File: config.mk
export PLATFORM = sky130hd
export DESIGN_NAME = core_alu_issue
export DESIGN_NICKNAME = d
export VERILOG_FILES = /design/src/rtl/core_alu_issue.sv
export SDC_FILE = /design/constraint.sdc
export NUM_CORES = 1
export LEC_CHECK = 0
export BUFFER_PORTS_ARGS = -buffer_cell sky130_fd_sc_hd__buf_2
export CAP_MARGIN = 20
export CORE_MARGIN = 2
export CORE_UTILIZATION = 35
export CTS_BUF_LIST = sky130_fd_sc_hd__clkbuf_2 sky130_fd_sc_hd__clkbuf_4 sky130_fd_sc_hd__clkbuf_8
export CTS_CLUSTER_SIZE = 16
export DETAILED_ROUTE_END_ITERATION = 8
export PLACE_DENSITY_LB_ADDON = 0.12
export REMOVE_ABC_BUFFERS = 1
export SLEW_MARGIN = 10
export SYNTH_ARGS = -nofsm -noshare
export SYNTH_HDL_FRONTEND = slang
export SYNTH_SLANG_ARGS = --single-unit
File: constraint.sdc
create_clock -name clk -period 1.5 [get_ports clk]
set_input_delay 0.15 -clock clk [delete_from_list [all_inputs] [get_ports clk]]
set_output_delay 0.15 -clock clk [all_outputs]
set_load 0.01 [all_outputs]
File: src/rtl/core_alu_issue.sv
// Two-stage ALU issue/result pipe: S1 holds operands for an external ALU,
// S2 holds the result until the writeback consumer accepts it.
module core_alu_issue (
    input  logic        clk,
    input  logic        rst_n,
    input  logic        dec_valid,
    output logic        dec_ready,
    input  logic [31:0] dec_rs1,
    input  logic [31:0] dec_rs2,
    input  logic [31:0] dec_imm,
    input  logic [31:0] dec_pc,
    input  logic        dec_op1_pc,
    input  logic        dec_op2_imm,
    input  logic [3:0]  dec_func,
    input  logic [4:0]  dec_rd,
    input  logic        dec_rd_we,
    input  logic        flush,
    output logic        alu_eval_en,
    output logic [31:0] alu_opnum1,
    output logic [31:0] alu_opnum2,
    output logic [3:0]  alu_func,
    input  logic [31:0] alu_res,
    output logic        wb_valid,
    input  logic        wb_ready,
    output logic [31:0] wb_data,
    output logic [4:0]  wb_rd,
    output logic        wb_we,
    output logic [31:0] retire_cnt
);

    typedef struct packed {
        logic [31:0] op1;
        logic [31:0] op2;
        logic [3:0]  func;
        logic [4:0]  rd;
        logic        we;
    } s1_t;

    typedef struct packed {
        logic [31:0] data;
        logic [4:0]  rd;
        logic        we;
    } s2_t;

    logic s1_valid, s2_valid;
    logic s1_adv, accept;
    s1_t  s1;
    s2_t  s2;

    assign s1_adv    = s1_valid && (!s2_valid || wb_ready);
    assign dec_ready = !flush && (!s1_valid || s1_adv);
    assign accept    = dec_valid && dec_ready;

    assign alu_eval_en = s1_valid;
    assign alu_opnum1  = s1_valid ? s1.op1  : 32'd0;
    assign alu_opnum2  = s1_valid ? s1.op2  : 32'd0;
    assign alu_func    = s1_valid ? s1.func : 4'd0;

    assign wb_valid = s2_valid;
    assign wb_data  = s2.data;
    assign wb_rd    = s2.rd;
    assign wb_we    = s2_valid && s2.we;

    // Flush wins over both accept and advance; a handshake in the same cycle still retires.
    always_ff @(posedge clk or negedge rst_n) begin
        if (!rst_n) begin
            s1_valid <= 1'b0;
            s2_valid <= 1'b0;
        end else if (flush) begin
            s1_valid <= 1'b0;
            s2_valid <= 1'b0;
        end else begin
            if (accept)      s1_valid <= 1'b1;
            else if (s1_adv) s1_valid <= 1'b0;

            if (s1_adv)        s2_valid <= 1'b1;
            else if (wb_ready) s2_valid <= 1'b0;
        end
    end

    always_ff @(posedge clk or negedge rst_n) begin
        if (!rst_n) begin
            s1 <= '0;
        end else if (accept) begin
            s1.op1  <= dec_op1_pc  ? dec_pc  : dec_rs1;
            s1.op2  <= dec_op2_imm ? dec_imm : dec_rs2;
            s1.func <= dec_func;
            s1.rd   <= dec_rd;
            s1.we   <= dec_rd_we && (dec_rd != 5'd0);
        end
    end

    always_ff @(posedge clk or negedge rst_n) begin
        if (!rst_n) begin
            s2 <= '0;
        end else if (s1_adv && !flush) begin
            s2.data <= alu_res;
            s2.rd   <= s1.rd;
            s2.we   <= s1.we;
        end
    end

    always_ff @(posedge clk or negedge rst_n) begin
        if (!rst_n)                   retire_cnt <= 32'd0;
        else if (wb_valid && wb_ready) retire_cnt <= retire_cnt + 32'd1;
    end

endmodule

### Word-level counts from Yosys, hierarchy flattened

Cells that the tools add are included.

* multiply operators: 0
* eq/ne operators: 0
* mux-type cells: 11
* bitwise operators: 0
* shifts and indexed selects: 0
* order comparisons: 0
* $add $sub $neg: 1
* div/mod/pow operators: 0
* reduce and logical (&&, ||, !) cells: 15

Operator list (count)
* $mux W32: 4
* $add A32 B1 Y32 const B: 1
* $logic_and A1 B1 Y1: 7
* $mux W1: 6
* $reduce_bool A3 Y1: 2
* $reduce_bool A5 Y1: 1
* $mux W4: 1
* $logic_not A1 Y1: 3
* $logic_or A1 B1 Y1: 2

* memories: 0
* memory bits (read-only): 0
* RAM bits: 0
* register bits after elaboration: 146
* input port bits: 177
* latch bits: 0

### Logic depth before layout (Yosys ltp)

* depth after elaboration: 8
* gate-level depth with buffers: 8

### Worst setup path before layout

No wires, ideal clock.

* path type: reg2reg
* start point: register s2_valid, in the netlist wb_valid
* end point: register s2 (netlist bit wb_data[11])
* path buffers: 2
* library setup time: 125 ps
* setup slack: -99 ps
* stages on the path, launching flop included: 6
* arrival: 1474 ps
* cells stage by stage: dfrtp_1 > and2b_1 > nor3b_2 > buf_4 > buf_6 > mux2_2

* cells in the longest elaborated chain, start to end: 4

RTL lines
* start, declared: RTL line 45 `logic s1_valid, s2_valid;`
* start signal, assigned: RTL line 68 `s2_valid <= 1'b0;`
* start signal, assigned: RTL line 71 `s2_valid <= 1'b0;`
* start signal, assigned: RTL line 76 `if (s1_adv) s2_valid <= 1'b1;`
* $logic_not A1 Y1: RTL line 50 `assign s1_adv = s1_valid && (!s2_valid || wb_ready);`
* $logic_or A1 B1 Y1: RTL line 50
* $logic_and A1 B1 Y1: RTL line 50
* $logic_and A1 B1 Y1: RTL line 96 `end else if (s1_adv && !flush) begin`
* end, declared: RTL line 48 `s2_t s2;`

No other way between the ends.
A chain may end at the register's enable or synchronous reset.

### Worst setup path in the final report

* start point: register s2_valid, in the netlist wb_valid
* end point: register s2[0] in the netlist's numbering

The elaborated chain is that of the path after synthesis.

==> reports/metrics.csv <==
metric,value,unit
status,"finished, violations left",
failing checks,negative setup slack,
worst-case clock buffer depth,2,
period utilization,108,%
HP Class,in -> reg,
"Distinct cells, synth",34,
"Cell Count, Final, Fillers Out",1405,
Required @ worst endpoint,1.82,ns
"area leader, netlist",dfrtp_1,
Max-slew headroom,73.3,%
die area,21600,um2
synth cell count leaders,"146 x dfrtp_1, 79 x nand2_1, 71 x and2_1",
final setup margin,-0.113,ns
footprint of the multi-input gates,3460,um2
routed length per instance,14.9,um
clk sink count,146,
fmax,620,MHz
area added between synthesis and finish,68.2,%
initial antenna violation count,0,
Adder-Cell Fraction of Synth Area,0.175,%
CTS tree,built,
leakage,6.29,nW
Overflow after GRT,0,
GRT Overall Usage,18.7,%
first-pass GRT wire length,32.2,mm
worst clock skew,0.0170,ns
DP Wirelength,13.4,mm
DRT Pass-1 Iters,4,
Synth Area in Simple Gates,16.3,%
CP max FO,7,
multiplexer area fraction after synthesis,16.5,%
largest net degree at the start of global routing,40,
final hold violations,0,
Worst R2R Setup Slack,-0.11,ns
synthesized instance count,645,
Worst Setup End Kind,flop,
Routed Wire Length,20.9,mm
most numerous cell in the Yosys netlist,dfrtp_1,
Synth top area share,51.1,%
Mapped Area,7150,um2
Final nets,1300,
DR DRC count,0,
top_reg_cell synth,dfrtp_1,
Post-synth EDFFs,0,
Initial Utilization,35.4,%
port bufs,317,
Initial DRC Count,173,
sequential share of the synthesized area,51.1,%
vias in the first global route,6315,
Ports,318,
synthesized flop and latch total,146,
sequential cell area,3650,um2
synth warn,0,
CP Launch Type,flop,
Least-Margin Pin Slew,0.399,ns
Die Height,147,um
Num CTS Buffers,17,
RSZ-0062 raised after global routing,yes,
Synth Area in XOR/XNOR,3.80,%
core area,20200,um2
final setup vio count,142,
syn_area_per_cell,11.1,um2
Via density,4.46,
FP Rows,52,
H-Tree Depth,4,
max-cap viol count,0,
Vias,6273,
crit path DAT,1.93,ns
crit path time final,1.61,ns
Crit Path Class,reg -> reg,
Root Buffer,clkbuf_8,
Antenna diodes,0,
asr flop ratio synth,100,%
layout cells sized above 1,49.9,%
number of routed nets with antenna violations,0,
Power Total,0.0113,W
"Reg clk slew, reported paths",0.09,ns
Compound-Gate Fraction of Synth Area,4.76,%
largest family of logic cells by synthesized area,multiplexers,
DIE WIDTH,147,um
placed insts,1216,
Area contributors post-synth,"dfrtp_1 51%, mux2i_1 9.0%, mux2_2 7.6%",
clk_lat worst skew,0.44,ns
power density cells,936,nW/um2
Final Max Slew Viols,0,
Routability Congestion,0.783,
Max rail drop VDD,0.696,mV
fill count,1717,
[critical path, stage by stage (launching register included)]
cell and delay, ns:
dfrtp_1 0.39, and2b_2 0.23, nor3b_4 0.23, buf_12 0.19, clkbuf_16 0.17, mux2_4 0.29
[metal layers]
| layer | vias up | routed length [um] | track usage [%] |
|---|---|---|---|
| met5 | - | 0 | 0 |
| met4 | 0 | 523 | 6.63 |
| met3 | 36 | 1020 | 4.72 |
| met2 | 178 | 10900 | 33.3 |
| met1 | 2968 | 8460 | 21.9 |
| li1 | 3091 | - | - |
[path summary, 6_finish.rpt]
path,start,to,cells after the start
hold reg to reg,retire_cnt[31],retire_cnt[31],1
setup reg to reg,wb_valid,s2[0],5
min in group asynchronous,rst_n,s1[10],2
max in group asynchronous,rst_n,retire_cnt[18],3
setup / recovery,wb_valid,s2[0],5
hold / removal,dec_rs1[25],s1[67],3
[per-stage QoR]
step	worst slack [ns]	area (um2)	TNS [ns]	hold WS (ns)	util [%]
global placement	-0.0575	9150	-2.14	0.0994	45.4
floorplan	-2.70	6650	-247.38	-0.146	-
finish	-0.113	12000	-6.50	0.0152	59.6
CTS	-0.126	11200	-12.00	0.000144	55.5
global route	-0.186	12000	-21.33	0.00346	59.6
detailed placement	-0.0789	9150	-3.09	0.0973	45.4
[power by group]
part	switching [W]	total, W	internal, W	leakage, nW
Clock	0.00174	0.00364	0.00190	0.233
Sequential	0.000317	0.00482	0.00450	1.81
Combinational	0.00116	0.00279	0.00163	4.26
Total	0.00322	0.0113	0.00804	6.29
[cell families (layout without fill, tap and decap cells)]
logic type,after synthesis,in the layout
compound gates,68,68
xor+xnor,31,31
fa+ha+maj,1,1
buf+inv,83,573
flops,146,146
mux,112,112
simple gates,204,204
[repair_timing]
action | in CTS | in global routing
pin swaps | 2 | 37
hold buffers | 120 | 4
setup buffers | 4 | 21
hold endpoints to repair | 213 | 3
setup endpoints to repair | 129 | 202
resized for setup | 73 | 160
cloned | 3 | 8
[registers in the layout (all words and copies together), names as in the netlist]
register     flops
alu_eval_en      1
s2               1
wb_rd            5
wb_data         32
retire_cnt      32
s1              74
wb_valid         1
[cells in the final DEF, fill, tap and decap left out, types with 4 or more instances in the layout]
| master | Yosys | routed |
|---|---|---|
| mux2_2 | 48 | 10 |
| xor2_1 | 21 | 21 |
| inv_6 | 0 | 5 |
| clkbuf_16 | 0 | 5 |
| buf_8 | 0 | 10 |
| clkbuf_8 | 0 | 17 |
| nand2_2 | 1 | 23 |
| inv_8 | 0 | 4 |
| nand2_1 | 79 | 56 |
| and2_1 | 71 | 70 |
| nand3_1 | 9 | 8 |
| nor2_1 | 5 | 4 |
| buf_16 | 0 | 4 |
| buf_4 | 40 | 47 |
| buf_2 | 14 | 299 |
| dfrtp_1 | 146 | 145 |
| mux2_4 | 0 | 38 |
| mux2i_1 | 64 | 64 |
| bufinv_16 | 0 | 4 |
| nor3_2 | 0 | 6 |
| o21ai_1 | 0 | 32 |
| xnor2_1 | 10 | 10 |
| o21ai_2 | 0 | 14 |
| buf_12 | 0 | 11 |
| dlygate4sd3_1 | 0 | 124 |
| o21ai_0 | 66 | 20 |
| inv_1 | 7 | 7 |
| buf_6 | 6 | 34 |
| nor4_4 | 3 | 12 |
[area by class of cell]
class | instances | area share [%]
inverters | 7 | 0.219
multi-input cells | 416 | 28.8
repair buffers | 534 | 33.9
well taps | 270 | 2.81
flip-flops and latches | 146 | 30.4
clock buffers | 17 | 1.95
clock inverters | 15 | 1.94
Power figures use the tool's default switching activity.
